## config.mk

```make
export PLATFORM = sky130hd
export DESIGN_NAME = vslc_program_fetcher
export DESIGN_NICKNAME = d
export VERILOG_FILES = /design/src/rtl/vslc_program_fetcher.sv
export SDC_FILE = /design/constraint.sdc
export NUM_CORES = 1
export LEC_CHECK = 0
export BUFFER_PORTS_ARGS = -buffer_cell sky130_fd_sc_hd__buf_4
export CAP_MARGIN = 20
export CORE_MARGIN = 5
export CORE_UTILIZATION = 25
export CTS_CLUSTER_DIAMETER = 100
export DETAILED_ROUTE_END_ITERATION = 6
export GPL_TIMING_DRIVEN = 1
export PLACE_DENSITY = 0.5
export SLEW_MARGIN = 20
export SYNTH_ARGS = -nofsm -noshare
export SYNTH_HDL_FRONTEND = slang
export SYNTH_SLANG_ARGS = --single-unit
```

## constraint.sdc

```tcl
create_clock -name clk -period 4.1 [get_ports clk]
set_input_delay 1.23 -clock clk [delete_from_list [all_inputs] [get_ports clk]]
set_output_delay 1.23 -clock clk [all_outputs]
set_load 0.03 [all_outputs]
```

## src/rtl/vslc_program_fetcher.sv

```systemverilog
// Program RAM + cyclic scanner feeding the VSLC executor one byte per cycle.
// Optional scan pacing (WAIT state, scan_period input) under VSLC_FETCH_SCAN_TIMER_EN.
module vslc_program_fetcher #(
  parameter int         ADDR_W     = 5,
  parameter int         PROG_DEPTH = 32,
  parameter logic [7:0] END_OPCODE = 8'hFF
) (
  input  logic              clk,
  input  logic              rst_n,
  input  logic              run_en,
  input  logic              ld_start,
  input  logic              ld_valid,
  input  logic [7:0]        ld_data,
  input  logic              ld_last,
  output logic              ld_ready,
  output logic              ld_overflow,
  input  logic [7:0]        ui_in,
  output logic [7:0]        instr,
  output logic              instr_ready,
  output logic [7:0]        ui_in_scan,
  output logic [7:0]        ui_in_prev,
  output logic [ADDR_W-1:0] pc,
  output logic [ADDR_W:0]   prog_len,
  output logic              scan_done
`ifdef VSLC_FETCH_SCAN_TIMER_EN
  ,
  input  logic [15:0]       scan_period
`endif
);

  localparam logic [ADDR_W:0] DEPTH_C = PROG_DEPTH[ADDR_W:0];
  localparam logic [ADDR_W:0] ONE_C   = {{ADDR_W{1'b0}}, 1'b1};

  typedef enum logic [1:0] {
    ST_IDLE = 2'd0,
    ST_LOAD = 2'd1,
    ST_RUN  = 2'd2,
    ST_WAIT = 2'd3
  } state_t;

  state_t state_r, state_next_s;

  // pc is kept one bit wider internally so a full RAM can reach pc == prog_len.
  logic [ADDR_W:0] wptr_r, wptr_next_s;
  logic [ADDR_W:0] pc_cnt_r, pc_cnt_next_s;
  logic [ADDR_W:0] prog_len_r, prog_len_next_s;
  logic [7:0]      instr_r, instr_next_s;
  logic [7:0]      ui_in_scan_r, ui_in_scan_next_s;
  logic [7:0]      ui_in_prev_r, ui_in_prev_next_s;
  logic            instr_ready_r, instr_ready_next_s;
  logic            scan_done_r, scan_done_next_s;
  logic            ld_ready_r, ld_ready_next_s;
  logic            ld_overflow_r, ld_overflow_next_s;
  logic            param_next_r, param_next_next_s;
  logic            mem_we_s;
  logic [7:0]      mem_r [PROG_DEPTH];
  logic [7:0]      cur_byte_s;
  logic            eos_s;
  logic            wait_s;

  assign cur_byte_s = mem_r[pc_cnt_r[ADDR_W-1:0]];
  // A pending parameter byte is never taken as an end marker.
  assign eos_s = (pc_cnt_r == prog_len_r) ||
                 ((cur_byte_s == END_OPCODE) && !param_next_r);

`ifdef VSLC_FETCH_SCAN_TIMER_EN
  logic [15:0] timer_r, timer_next_s;
  logic [16:0] elapsed_s;

  // elapsed counts the cycle currently being closed, so a scan whose natural
  // length equals scan_period needs no WAIT cycles.
  assign elapsed_s = {1'b0, timer_r} + 17'd1;
  assign wait_s    = (scan_period != 16'd0) && (elapsed_s < {1'b0, scan_period});

  // Scan timer: restarts at every scan start, otherwise free-running.
  always_comb begin
    timer_next_s = timer_r + 16'd1;
    if (scan_done_next_s || ((state_r == ST_IDLE) && (state_next_s == ST_RUN))) begin
      timer_next_s = 16'd0;
    end else begin
      timer_next_s = timer_r + 16'd1;
    end
  end

  // Scan timer register.
  always_ff @(posedge clk) begin
    if (!rst_n) begin
      timer_r <= 16'd0;
    end else begin
      timer_r <= timer_next_s;
    end
  end
`else
  assign wait_s = 1'b0;
`endif

  // Next-state decode; ld_start always wins over run_en.
  always_comb begin
    state_next_s = state_r;
    case (state_r)
      ST_IDLE: begin
        if (ld_start)    state_next_s = ST_LOAD;
        else if (run_en) state_next_s = ST_RUN;
        else             state_next_s = ST_IDLE;
      end
      ST_LOAD: begin
        if (ld_start)                  state_next_s = ST_LOAD;
        else if (ld_valid && ld_last)  state_next_s = ST_IDLE;
        else                           state_next_s = ST_LOAD;
      end
      ST_RUN: begin
        if (ld_start)                          state_next_s = ST_LOAD;
        else if (!run_en && !param_next_r)     state_next_s = ST_IDLE;
        else if (eos_s && wait_s)              state_next_s = ST_WAIT;
        else                                   state_next_s = ST_RUN;
      end
`ifdef VSLC_FETCH_SCAN_TIMER_EN
      ST_WAIT: begin
        if (ld_start)     state_next_s = ST_LOAD;
        else if (!run_en) state_next_s = ST_IDLE;
        else if (!wait_s) state_next_s = ST_RUN;
        else              state_next_s = ST_WAIT;
      end
`endif
      default: state_next_s = ST_IDLE;
    endcase
  end

  // Datapath and output next values for the registered outputs.
  always_comb begin
    wptr_next_s        = wptr_r;
    pc_cnt_next_s      = pc_cnt_r;
    prog_len_next_s    = prog_len_r;
    instr_next_s       = instr_r;
    instr_ready_next_s = 1'b0;
    ui_in_scan_next_s  = ui_in_scan_r;
    ui_in_prev_next_s  = ui_in_prev_r;
    scan_done_next_s   = 1'b0;
    ld_overflow_next_s = ld_overflow_r;
    param_next_next_s  = param_next_r;
    mem_we_s           = 1'b0;
    case (state_r)
      ST_IDLE: begin
        if (ld_start) begin
          wptr_next_s        = '0;
          ld_overflow_next_s = 1'b0;
          instr_next_s       = 8'h00;
        end else if (run_en) begin
          pc_cnt_next_s     = '0;
          ui_in_scan_next_s = ui_in;
          ui_in_prev_next_s = ui_in;
          param_next_next_s = 1'b0;
        end else begin
          instr_ready_next_s = 1'b0;
        end
      end
      ST_LOAD: begin
        if (ld_start) begin
          wptr_next_s        = '0;
          ld_overflow_next_s = 1'b0;
        end else if (ld_valid) begin
          if (wptr_r < DEPTH_C) begin
            mem_we_s    = 1'b1;
            wptr_next_s = wptr_r + ONE_C;
            if (ld_last) prog_len_next_s = wptr_r + ONE_C;
            else         prog_len_next_s = prog_len_r;
          end else begin
            ld_overflow_next_s = 1'b1;
            if (ld_last) prog_len_next_s = DEPTH_C;
            else         prog_len_next_s = prog_len_r;
          end
        end else begin
          mem_we_s = 1'b0;
        end
      end
      ST_RUN: begin
        if (ld_start) begin
          wptr_next_s        = '0;
          ld_overflow_next_s = 1'b0;
          instr_next_s       = 8'h00;
        end else if (!run_en && !param_next_r) begin
          instr_next_s = 8'h00;
        end else if (eos_s) begin
          instr_next_s      = 8'h00;
          pc_cnt_next_s     = '0;
          param_next_next_s = 1'b0;
          if (wait_s) begin
            scan_done_next_s = 1'b0;
          end else begin
            scan_done_next_s  = 1'b1;
            ui_in_prev_next_s = ui_in_scan_r;
            ui_in_scan_next_s = ui_in;
          end
        end else begin
          instr_next_s       = cur_byte_s;
          instr_ready_next_s = 1'b1;
          pc_cnt_next_s      = pc_cnt_r + ONE_C;
          // A parameter byte never arms another parameter.
          if (param_next_r) param_next_next_s = 1'b0;
          else              param_next_next_s = (cur_byte_s[7:4] == 4'hE);
        end
      end
`ifdef VSLC_FETCH_SCAN_TIMER_EN
      ST_WAIT: begin
        if (ld_start) begin
          wptr_next_s        = '0;
          ld_overflow_next_s = 1'b0;
        end else if (run_en && !wait_s) begin
          scan_done_next_s  = 1'b1;
          ui_in_prev_next_s = ui_in_scan_r;
          ui_in_scan_next_s = ui_in;
        end else begin
          scan_done_next_s = 1'b0;
        end
      end
`endif
      default: begin
        instr_next_s = 8'h00;
      end
    endcase
    ld_ready_next_s = (state_next_s == ST_LOAD) && (wptr_next_s < DEPTH_C);
  end

  // State and registered outputs.
  always_ff @(posedge clk) begin
    if (!rst_n) begin
      state_r       <= ST_IDLE;
      wptr_r        <= '0;
      pc_cnt_r      <= '0;
      prog_len_r    <= '0;
      instr_r       <= 8'h00;
      instr_ready_r <= 1'b0;
      ui_in_scan_r  <= 8'h00;
      ui_in_prev_r  <= 8'h00;
      scan_done_r   <= 1'b0;
      ld_ready_r    <= 1'b0;
      ld_overflow_r <= 1'b0;
      param_next_r  <= 1'b0;
    end else begin
      state_r       <= state_next_s;
      wptr_r        <= wptr_next_s;
      pc_cnt_r      <= pc_cnt_next_s;
      prog_len_r    <= prog_len_next_s;
      instr_r       <= instr_next_s;
      instr_ready_r <= instr_ready_next_s;
      ui_in_scan_r  <= ui_in_scan_next_s;
      ui_in_prev_r  <= ui_in_prev_next_s;
      scan_done_r   <= scan_done_next_s;
      ld_ready_r    <= ld_ready_next_s;
      ld_overflow_r <= ld_overflow_next_s;
      param_next_r  <= param_next_next_s;
    end
  end

  // Program RAM write port; contents survive reset.
  always_ff @(posedge clk) begin
    if (mem_we_s) begin
      mem_r[wptr_r[ADDR_W-1:0]] <= ld_data;
    end
  end

  assign ld_ready    = ld_ready_r;
  assign ld_overflow = ld_overflow_r;
  assign instr       = instr_r;
  assign instr_ready = instr_ready_r;
  assign ui_in_scan  = ui_in_scan_r;
  assign ui_in_prev  = ui_in_prev_r;
  assign pc          = pc_cnt_r[ADDR_W-1:0];
  assign prog_len    = prog_len_r;
  assign scan_done   = scan_done_r;

endmodule

```

==> key figures, run 1 <==
Clock network
  • Clk sinks: 310
  • H-tree depth: 2
  • Post-CTS setup buffer count: 0
  • PostCTS Resize Cnt: 0
  • CTS max path bufs: 3
  • Clock root cell: clkbuf_16
  • Hold-fix buffers at CTS: 0
  • Worst-Skew Late Latency: 0.52 ns
  • TritonCTS clock tree: yes
  • CTS Buf Count: 36
  • Clk pin slew, worst setup/hold paths: 0.06 ns

Worst hold path
  • Hold Crit Endpoint: instr[4]
  • Hold Crit Depth: 2
  • Hold_sp: instr[4]
  • Min-delay worst type: flop to flop

Synth
  • Prevailing post-synth register cell: edfxtp_1
  • Syn Inst Count: 695
  • Synth unique cells: 45
  • Synth area leaders: edfxtp_1 63%, mux4_2 13%, dfxtp_1 8.8%, mux2i_1 2.7%, nor2_1 1.7%
  • Post-synth ARST share: 0
  • Most frequent cell after synthesis: edfxtp_1
  • Avg Synthesized Cell Area: 17.68 sq um
  • Post-synthesis register bit count: 310
  • Net count after synthesis: 722
  • Yosys top cell by area: edfxtp_1
  • EDFF count, synth: 256
  • Yosys top cell area share: 0.6255
  • Post-synthesis sequential area ratio: 0.7134
  • Most instantiated cells after synthesis: 256 x edfxtp_1, 72 x mux4_2, 57 x nor2_1
  • Area of the mapped netlist: 0.01229 sq mm
  • Yosys warning count: 0

Global route
  • Vias in the first global route: 6,722
  • Initial antenna violation count: 0
  • Total congestion overflow: 0
  • First-pass GRT wire length: 44,420 um
  • GRT Total Usage: 0.1089
  • Largest net degree at the start of global routing: 38

Worst setup path
  • Crit path required time: 4.46 ns
  • Worst r2r dst: pc_cnt_r[2]
  • Crit path top cell by count: mux4_2
  • Crit path DAT: 4.02 ns
  • Reg2Reg Setup Slack: 0.44 ns
  • Reg2Reg Depth: 9
  • CP peak stage delay: 0.54 ns
  • Startpoint types: flop
  • Slowest CP cell: dfxtp_4
  • Buf/Inv on CP: 1
  • Crit-path leading delay family: multiplexers
  • CP max FO: 29
  • CP Capture Type: flop
  • Crit-path cells: buf_12 -> mux4_2 -> mux4_2 -> mux2i_1 -> nor4_1 -> nor2b_1 -> a21boi_2 -> nand4b_1 -> a31oi_1
  • Worst setup path class: flop to flop

Power
  • Reg power frac: 0.522
  • P_sw: 0.001353 W
  • Comb power frac: 0.025
  • P per Cell Area: 444.3 mW/mm^2
  • Pleak: 4.750 nW
  • Internal Power: 0.005218 W
  • Switching share of power: 0.2059
  • Max rail drop VDD: 202.1 uV
  • Clock power share: 0.454

Routing
  • WL per Instance: 19.91 um
  • DRC viols: 0
  • Post-DRT Antenna Nets: 0
  • DRT Pass-1 Iters: 4
  • Vias/cell: 4.381
  • Via count: 6,514
  • Post-Route WL: 29,610 um
  • DR iter-0 viols: 514

STA
  • Skew final: 0.02188 ns
  • RSZ-0062 raised after global routing: false
  • Worst-margin pin slew: 1.095 ns
  • Rel. slew slack: 0.2653
  • Final setup TNS: 0 ns
  • Endpoints failing setup: 0
  • Hold Violations, Final: 0
  • Min Tclk post-route: 3.658 ns
  • Max Freq: 273.4 MHz
  • Final period util: 0.8923
  • Slew Limit Fails: 0

Finish
  • # nets final: 826
  • Final non-filler cell total: 1,487
  • Multi-input gate area: 0.003233 sq mm
  • Register area: 0.008775 sq mm
  • Area Growth Syn to Fin: 20.32%
  • Layout cells sized above 1: 0.2928
  • Filler cell count in the final layout: 4,754
  • Ant. Diodes: 0

Die
  • Io pins: 61
  • Initial core utilization: 0.2521
  • Die Span Y: 231.7 um
  • Area of the die: 0.05370 sq mm
  • Core footprint: 0.04875 sq mm
  • Placement Rows: 81
  • Die extent in x: 231.7 um

Placed design
  • PortBufs: 60
  • Placer Congestion: 0.7441
  • Number of cells after detailed placement: 1,425
  • DPL Wire Length: 19,230 um

Outcome
  • Outcome: completed

Job
  • # Max-Cap Violations: 0
layer usage:
layer  track usage  up-vias  routed length [um]
li1              -     2974                   -
met1        0.1548     3379               13790
met2        0.1737      118               14130
met3       0.01944       43                1104
met4       0.02770        0                 595
met5             0        -                   0
worst max path at each step:
stage / endpoint / cells past startpoint / startpoint
2_1_floorplan: mem_r[0][0] / 4 / ld_start
3_3_place_gp: flop / 9 / flop
3_5_place_dp: flop / 9 / flop
4_1_cts: pc_cnt_r[2] / 9 / flop
5_1_grt: pc_cnt_r[2] / 9 / flop
6_report: pc_cnt_r[2] / 9 / flop
state kept, by name, summed over array words and instances (netlist names), 2 cells and up, named ones only:
signal and cells:
mem_r 256, wptr_r 6, prog_len 6, pc_cnt_r 6, ui_in_prev 8, state_r 2, instr 8, ui_in_scan 8
worst reg2reg max path, cell delays in order (launching register included):
cell	delay [ns]
dfxtp_4	0.54
buf_12	0.29
mux4_2	0.53
mux4_2	0.52
mux2i_1	0.28
nor4_1	0.11
nor2b_1	0.18
a21boi_2	0.47
nand4b_1	0.16
a31oi_1	0.43
placed cells by master, fill, tap and decap left out, types with 3 or more instances in the layout:
cell type,synthesis,routed
a22oi_1,4,4
clkbuf_1,16,10
clkinv_1,0,5
nand4_1,3,3
clkbuf_16,0,36
xnor2_1,3,3
a31oi_1,4,4
xor2_1,6,6
nand3_1,21,21
dfxtp_1,54,51
nor3_1,9,8
edfxtp_1,256,256
nor2_1,57,57
nor4_1,3,3
nand2_1,29,29
inv_1,6,6
mux2i_1,33,33
buf_4,13,105
o21ai_0,19,19
nand3b_1,4,4
ha_1,5,5
mux4_2,72,72
clkinv_2,0,5
a311oi_1,7,7
inv_2,3,3
a21oi_1,29,29
final cells by class:
class / count / share of cell area
Timing Repair Buffer: 107 / 0.05601
Clock buffer: 46 / 0.06346
Sequential cell: 310 / 0.5934
Clock inverter: 16 / 0.01007
Inverter: 9 / 0.002284
Multi-Input combinational cell: 335 / 0.2186
Tap cell: 664 / 0.05618
logic make-up after synthesis:
group,Yosys count,synth area share
DFF,310,0.7134
and+or+nand+nor,139,0.05294
muxes,106,0.1597
AOI/OAI and AO/OA,76,0.03848
buffers and inverters,50,0.02392
xor gates and xnor gates,9,0.006414
adders and majority gates,5,0.005090
power by group through the flow:
| stage | clock network [W] | registers, W | logic, W |
|---|---|---|---|
| after floorplan | 0 | 0.00351 | 0.0000516 |
| after global placement | 0 | 0.00349 | 0.000163 |
| after detailed placement | 0 | 0.00349 | 0.000166 |
| after CTS | 0.00307 | 0.00343 | 0.000166 |
| after global routing | 0.00322 | 0.00343 | 0.000177 |
| final | 0.00298 | 0.00343 | 0.000163 |
through the flow:
stage	worst slack, ns	total power, W	instance area (sq um)	hold slack, ns	util
CTS	0.3398	0.006667	14790	0.4624	0.3034
finish	0.4417	0.006571	14790	0.4574	0.3034
global route	0.1903	0.006827	14790	0.4958	0.3034
floorplan	0.7771	0.003563	12290	0.4963	-
global placement	0.3788	0.003656	13700	0.4500	0.2811
detailed placement	0.3549	0.003659	13700	0.4486	0.2811
Power figures use the tool's default switching activity.
==> inputs of run 2 (changes only) <==
Settings changed: ABC_AREA set to 1.
==> key figures, run 2 <==
Finish
  • Commonest non-fill, non-tap cell in the layout: nand2_1
  • Ant. Diodes: 0 (unchanged)
  • Largest register FFs: 256 (unchanged)
  • # nets final: 1,339 (+62%)
  • Post-layout util: 0.2994 (-0.003938)
  • Post-route cell area: 0.01530 sq mm (+3.5%)
  • Area Growth Syn to Fin: 18.94%
  • Layout cells sized above 1: 0.1172 (-0.1757)
  • Final non-filler cell total: 2,020 (+36%)
  • Most frequent cells in the layout: 427 x nand2_1, 256 x edfxtp_1, 219 x nand3_1, 96 x buf_4, 83 x nor2_1

Global route
  • Most Crowded Layer GR: met2
  • Largest net degree at the start of global routing: 130 (+240%)
  • Met3 Use GR: 0.01770 (-0.001739)
  • First-pass GRT wire length: 51,570 um (+16%)
  • Initial antenna violation count: 0 (unchanged)
  • Met1 Track Usage GR: 0.1598 (+0.005000)
  • GRT Total Usage: 0.1166 (+0.007708)
  • Total congestion overflow: 0 (unchanged)
  • Vias in the first global route: 8,667 (+29%)
  • Met2 usage: 0.1942 (+0.02049)

Synth
  • Synth area leaders: edfxtp_1 60%, nand2_1 12%, nand3_1 8.5%, dfxtp_1 8.4%, nor2_1 2.4%
  • Post-synthesis sequential area ratio: 0.6817 (-0.03172)
  • Most instantiated cells after synthesis: 427 x nand2_1, 256 x edfxtp_1, 219 x nand3_1
  • Most frequent cell after synthesis: nand2_1
  • Post-Synth Adder-Cell Area: 0.004864 (-0.0002263)
  • Yosys warning count: 0 (unchanged)
  • Main combinational cell family by area after synthesis: simple AND/OR/NAND/NOR gates
  • Yosys top cell by area: edfxtp_1
  • Mux share of post-synthesis cell area: 0 (-0.1597)
  • Net count after synthesis: 1,268 (+76%)
  • Yosys top cell area share: 0.5977 (-0.02781)
  • Area of the mapped netlist: 0.01286 sq mm (+4.7%)
  • Synth Area in XOR/XNOR: 0.006809 (+0.0003958)
  • Post-synthesis compound-gate area fraction: 0.02665 (-0.01183)
  • Post-synth ARST share: 0 (unchanged)
  • Syn Inst Count: 1,241 (+79%)
  • Prevailing post-synth register cell: edfxtp_1
  • Simple-gate share of the synthesized area: 0.2399 (+0.1869)
  • Synth unique cells: 30 (-33%)
  • EDFF count, synth: 256 (unchanged)
  • Avg Synthesized Cell Area: 10.36 sq um (-41%)
  • Post-synthesis register bit count: 310 (unchanged)

Clock network
  • H-tree depth: 2 (unchanged)
  • CTS max path bufs: 3 (unchanged)
  • Clk pin slew, worst setup/hold paths: 0.06 ns (about the same)
  • CTS Buf Count: 36 (unchanged)
  • TritonCTS clock tree: yes
  • Clk sinks: 310 (unchanged)
  • PostCTS Resize Cnt: 0 (unchanged)
  • Worst-Skew Late Latency: 0.52 ns (about the same)
  • Hold-fix buffers at CTS: 0 (unchanged)
  • Post-CTS setup buffer count: 0 (unchanged)
  • Clock root cell: clkbuf_16

Routing
  • DRC viols: 0 (unchanged)
  • Via count: 8,913 (+37%)
  • WL per Instance: 16.79 um (-16%)
  • Vias/cell: 4.412 (+0.72%)
  • Post-Route WL: 33,920 um (+15%)
  • DRT Pass-1 Iters: 5 (+1)
  • Post-DRT Antenna Nets: 0 (unchanged)
  • DR iter-0 viols: 693 (+35%)

Worst setup path
  • CP max FO: 33 (+14%)
  • Crit path DAT: 3.51 ns (-0.51 ns)
  • Reg2Reg Depth: 13 (+4)
  • CP Capture Type: flop
  • Reg2Reg Setup Slack: 1.0 ns (+0.55 ns)
  • Startpoint types: flop
  • Worst setup path class: flop to flop
  • Crit path required time: 4.51 ns (+0.05 ns)

Die
  • Io pins: 61 (unchanged)
  • Die extent in x: 236.8 um (+2.2%)
  • Area of the die: 0.05609 sq mm (+4.5%)
  • Die Span Y: 236.8 um (+2.2%)
  • Initial core utilization: 0.2517 (-0.0003853)
  • Placement Rows: 83 (+2.5%)
  • Core footprint: 0.05109 sq mm (+4.8%)

Placed design
  • Placer Congestion: 0.8064 (+8.4%)
  • DPL Wire Length: 20,540 um (+6.8%)
  • Placed inst area: 0.01415 sq mm (+3.3%)
  • Number of cells after detailed placement: 1,954 (+37%)
  • PortBufs: 60 (unchanged)

Worst hold path
  • Hold_sp: instr[5]
  • Min-delay worst type: flop to flop
  • Hold Crit Depth: 2 (unchanged)

STA
  • Worst-margin pin slew: 0.7790 ns (-0.3164 ns)
  • Hold Violations, Final: 0 (unchanged)
  • Skew final: 0.01710 ns (-0.004782 ns)
  • Rel. slew slack: 0.4787 (+0.2134)
  • Final setup TNS: 0 ns (unchanged)
  • Slew Limit Fails: 0 (unchanged)
  • Endpoints failing setup: 0 (unchanged)
  • Final period util: 0.7570 (-0.1353)
  • Max Freq: 322.2 MHz (+18%)
  • Min Tclk post-route: 3.104 ns (-0.5547 ns)
  • RSZ-0062 raised after global routing: false

Power
  • P per Cell Area: 440.3 mW/mm^2 (-0.90%)
  • Max rail drop VDD: 246.9 uV (+22%)
  • Pleak: 5.607 nW (+18%)

Job
  • # Max-Cap Violations: 0 (unchanged)

Outcome
  • Outcome: completed
==> run 2: changes by cell type after synthesis, moves of 10 or more <==
cell / change
a21oi_1: +10
inv_1: +31
mux4_2: -72
nor2_1: +26
nand3_1: +198
buf_2: +18
nand2_1: +398
mux2i_1: -33
==> run 2: per-layer routing <==
metal | share of wire | up-vias
met2 | 0.48 | 211
met4 | 0.019 | 0
met5 | 0 | -
li1 | - | 4367
met1 | 0.45 | 4286
met3 | 0.043 | 49
==> run 2: report_power, final <==
part           internal (W)  switching (W)
Combinational     0.0000493       0.000138
Clock               0.00187        0.00125
Sequential          0.00342      0.0000106
==> run 2: cell families after synthesis <==
family	Yosys count
buffers and inverters	109
AO/OA/AOI/OAI	66
AND/OR/NAND/NOR	741
flip-flops	310
adder cells (fa/ha/maj)	5
XOR/XNOR	10
==> run 2: path summary, 6_finish.rpt <==
kind                                 endpoint
worst min-delay path                 instr[5]
worst max-delay path            ui_in_prev[3]
worst min register to register       instr[5]
worst max register to register  ui_in_prev[3]
==> run 2: layout make-up <==
type | instances | area [sq um]
tap | 680 | 850.8
inverter | 43 | 163.9
fill | 5313 | 35800
multi-input combinational | 822 | 3578
sequential | 310 | 8773
clock buffer | 48 | 977.2
timing repair buffer | 99 | 780.7
clock inverter | 18 | 173.9
==> run 2: stage by stage <==
stage / power (W) / hold slack, ns / setup slack (ns)
global placement: 0.003684 / 0.4536 / 1.083
floorplan: 0.003576 / 0.4453 / 1.345
detailed placement: 0.003685 / 0.4596 / 0.9788
CTS: 0.006815 / 0.4686 / 1.004
global route: 0.006972 / 0.4850 / 0.7001
finish: 0.006736 / 0.4644 / 0.9965
==> run 2: critical path, cell delays in order, from the launching register on <==
cell,delay (ns)
dfxtp_2,0.32
inv_2,0.49
buf_12,0.28
o21ai_1,0.09
o211ai_1,0.34
nand2_1,0.09
nand3_1,0.12
nand2_1,0.11
nor2_1,0.15
nand3_1,0.15
nand3_2,0.28
nand2_2,0.28
nor2_1,0.19
nor2_1,0.07
==> inputs of run 3 (changes only) <==
Clock period 4.1 ns to 2.9 ns, I/O delays scaled along.
==> key figures, run 3 (synthesis gave the netlist of run 2 again) <==
STA
  • Skew final: 0.02515 ns (+0.008055 ns)
  • Rel. slew slack: 0.6434 (+0.1647)
  • Final period util: 0.8836 (+0.1266)
  • Max Freq: 390.3 MHz (+21%)
  • Worst-margin pin slew: 0.5329 ns (-0.2461 ns)
  • Min Tclk post-route: 2.562 ns (-0.5411 ns)
  • Hold Violations, Final: 0 (unchanged)
  • Endpoints failing setup: 0 (unchanged)
  • Final setup TNS: 0 ns (unchanged)
  • Slew Limit Fails: 0 (unchanged)
  • RSZ-0062 raised after global routing: false

Finish
  • Largest register FFs: 256 (unchanged)
  • # nets final: 1,351 (+0.90%)
  • Most frequent cells in the layout: 427 x nand2_1, 256 x edfxtp_1, 219 x nand3_1, 103 x buf_4, 83 x nor2_1
  • Filler cell count in the final layout: 5,272 (-0.77%)
  • Ant. Diodes: 0 (unchanged)
  • Layout cells sized above 1: 0.1272 (+0.01005)
  • Area Growth Syn to Fin: 19.88%
  • Commonest non-fill, non-tap cell in the layout: nand2_1

Clock network
  • Post-CTS setup buffer count: 0 (unchanged)
  • CTS max path bufs: 3 (unchanged)
  • PostCTS Resize Cnt: 0 (unchanged)
  • Hold-fix buffers at CTS: 0 (unchanged)
  • Clk pin slew, worst setup/hold paths: 0.06 ns (about the same)
  • H-tree depth: 2 (unchanged)
  • Clk sinks: 310 (unchanged)
  • TritonCTS clock tree: yes
  • Clock root cell: clkbuf_16
  • Worst-Skew Late Latency: 0.53 ns (about the same)
  • CTS Buf Count: 36 (unchanged)

Worst setup path
  • Reg2Reg Depth: 15 (+2)
  • Startpoint types: flop
  • Crit path top cell by count: nand2_1
  • Crit path required time: 3.31 ns (-1.20 ns)
  • Crit-path cells: inv_4 -> buf_12 -> nand2_1 -> nand3_1 -> nand2_1 -> o21ai_1 -> nand2_1 -> nand3_1 -> nand2_1 -> nor2_1 -> nand3_1 -> nand3_2 -> nand2_2 -> nor2_1 -> nor2_1
  • CP max FO: 24 (-27%)
  • Worst setup path class: flop to flop
  • CP Capture Type: flop
  • CP peak stage delay: 0.38 ns (-0.11 ns)
  • Crit path DAT: 2.97 ns (-0.54 ns)
  • Slowest CP cell: dfxtp_4

Power
  • Pleak: 5.686 nW (+1.4%)
  • P per Cell Area: 606.9 mW/mm^2 (+38%)
  • Max rail drop VDD: 326.6 uV (+32%)
  • Overall Power: 0.009359 W (+39%)

Global route
  • GRT Total Usage: 0.1147 (-0.001952)
  • Total congestion overflow: 0 (unchanged)
  • Largest net degree at the start of global routing: 66 (-49%)
  • First-pass GRT wire length: 51,540 um (about the same)
  • Initial antenna violation count: 0 (unchanged)
  • Vias in the first global route: 9,062 (+4.6%)

Placed design
  • PortBufs: 60 (unchanged)
  • DPL Wire Length: 20,810 um (+1.3%)
  • Placer Congestion: 0.7953 (-1.4%)

Worst hold path
  • Hold Crit Depth: 2 (unchanged)
  • Min-delay worst type: flop to flop

Die
  • Core footprint: 0.05109 sq mm (unchanged)
  • Area of the die: 0.05609 sq mm (unchanged)
  • Die extent in x: 236.8 um (unchanged)
  • Placement Rows: 83 (unchanged)
  • Die Span Y: 236.8 um (unchanged)
  • Io pins: 61 (unchanged)
  • Initial core utilization: 0.2517 (unchanged)

Routing
  • DRC viols: 0 (unchanged)
  • Post-DRT Antenna Nets: 0 (unchanged)
  • DRT Pass-1 Iters: 5 (unchanged)
  • DR iter-0 viols: 564 (-19%)
  • WL per Instance: 16.20 um (-3.5%)
  • Vias/cell: 4.413 (about the same)
  • Post-Route WL: 32,910 um (-3.0%)
  • Via count: 8,968 (+0.62%)

Job
  • # Max-Cap Violations: 0 (unchanged)

Outcome
  • Outcome: completed
run 3: cell count changes in the layout (fill, tap and decap cells not counted), sizes merged:
cell,change
buf,+12
clkinv,+5
clkbuf,-4
bufinv,-2
clkinvlp,+1
run 3: critical path: cells and delay by family (launching register included):
family	cells	cell delay (ns)
AO/OA/AOI/OAI	1	0.22
buffers and inverters	2	0.45
flip-flops	1	0.38
AND/OR/NAND/NOR	12	1.36
run 3: power breakdown:
group          switching, W  internal, W
combinational      0.000188    0.0000715
clock               0.00179      0.00246
sequential        0.0000155      0.00483
total               0.00199      0.00737
run 3: worst paths after layout:
check | end | from | slack [ns]
worst max-delay path | ui_in_prev[5] | flop | 0.34
worst min-delay path | param_next_r | param_next_r | 0.47
worst max register to register | ui_in_prev[5] | flop | 0.34
worst min register to register | param_next_r | param_next_r | 0.47
run 3: per-layer routing:
metal | global-route usage | vias to the layer above | part of all wire
li1 | - | 4398 | -
met1 | 0.1471 | 4350 | 0.44
met5 | 0 | - | 0
met4 | 0.03271 | 0 | 0.024
met2 | 0.2016 | 165 | 0.50
met3 | 0.01689 | 55 | 0.038
run 3: final cells by class:
class | instances | area [sq um] | share of cell area
Timing Repair Buffer | 111 | 933.4 | 0.06053
Clock buffer | 44 | 952.2 | 0.06175
Inverter | 43 | 163.9 | 0.01063
Tap cell | 680 | 850.8 | 0.05518
Clock inverter | 22 | 167.7 | 0.01087
Multi-Input combinational cell | 822 | 3578 | 0.2321
Sequential cell | 310 | 8773 | 0.5690
run 3: stage by stage:
step | worst slack (ns) | util | hold slack, ns | area, sq um | std cells
6_report | 0.3376 | 0.3018 | 0.4652 | 15420 | 2032
3_5_place_dp | 0.1217 | 0.2799 | 0.4578 | 14300 | 1966
2_1_floorplan | 0.5050 | - | 0.4453 | 12860 | 1241
5_1_grt | 0.02840 | 0.3018 | 0.4903 | 15420 | 2032
4_1_cts | 0.3323 | 0.3018 | 0.4668 | 15420 | 2032
3_3_place_gp | 0.1883 | 0.2799 | 0.4506 | 14300 | 1966
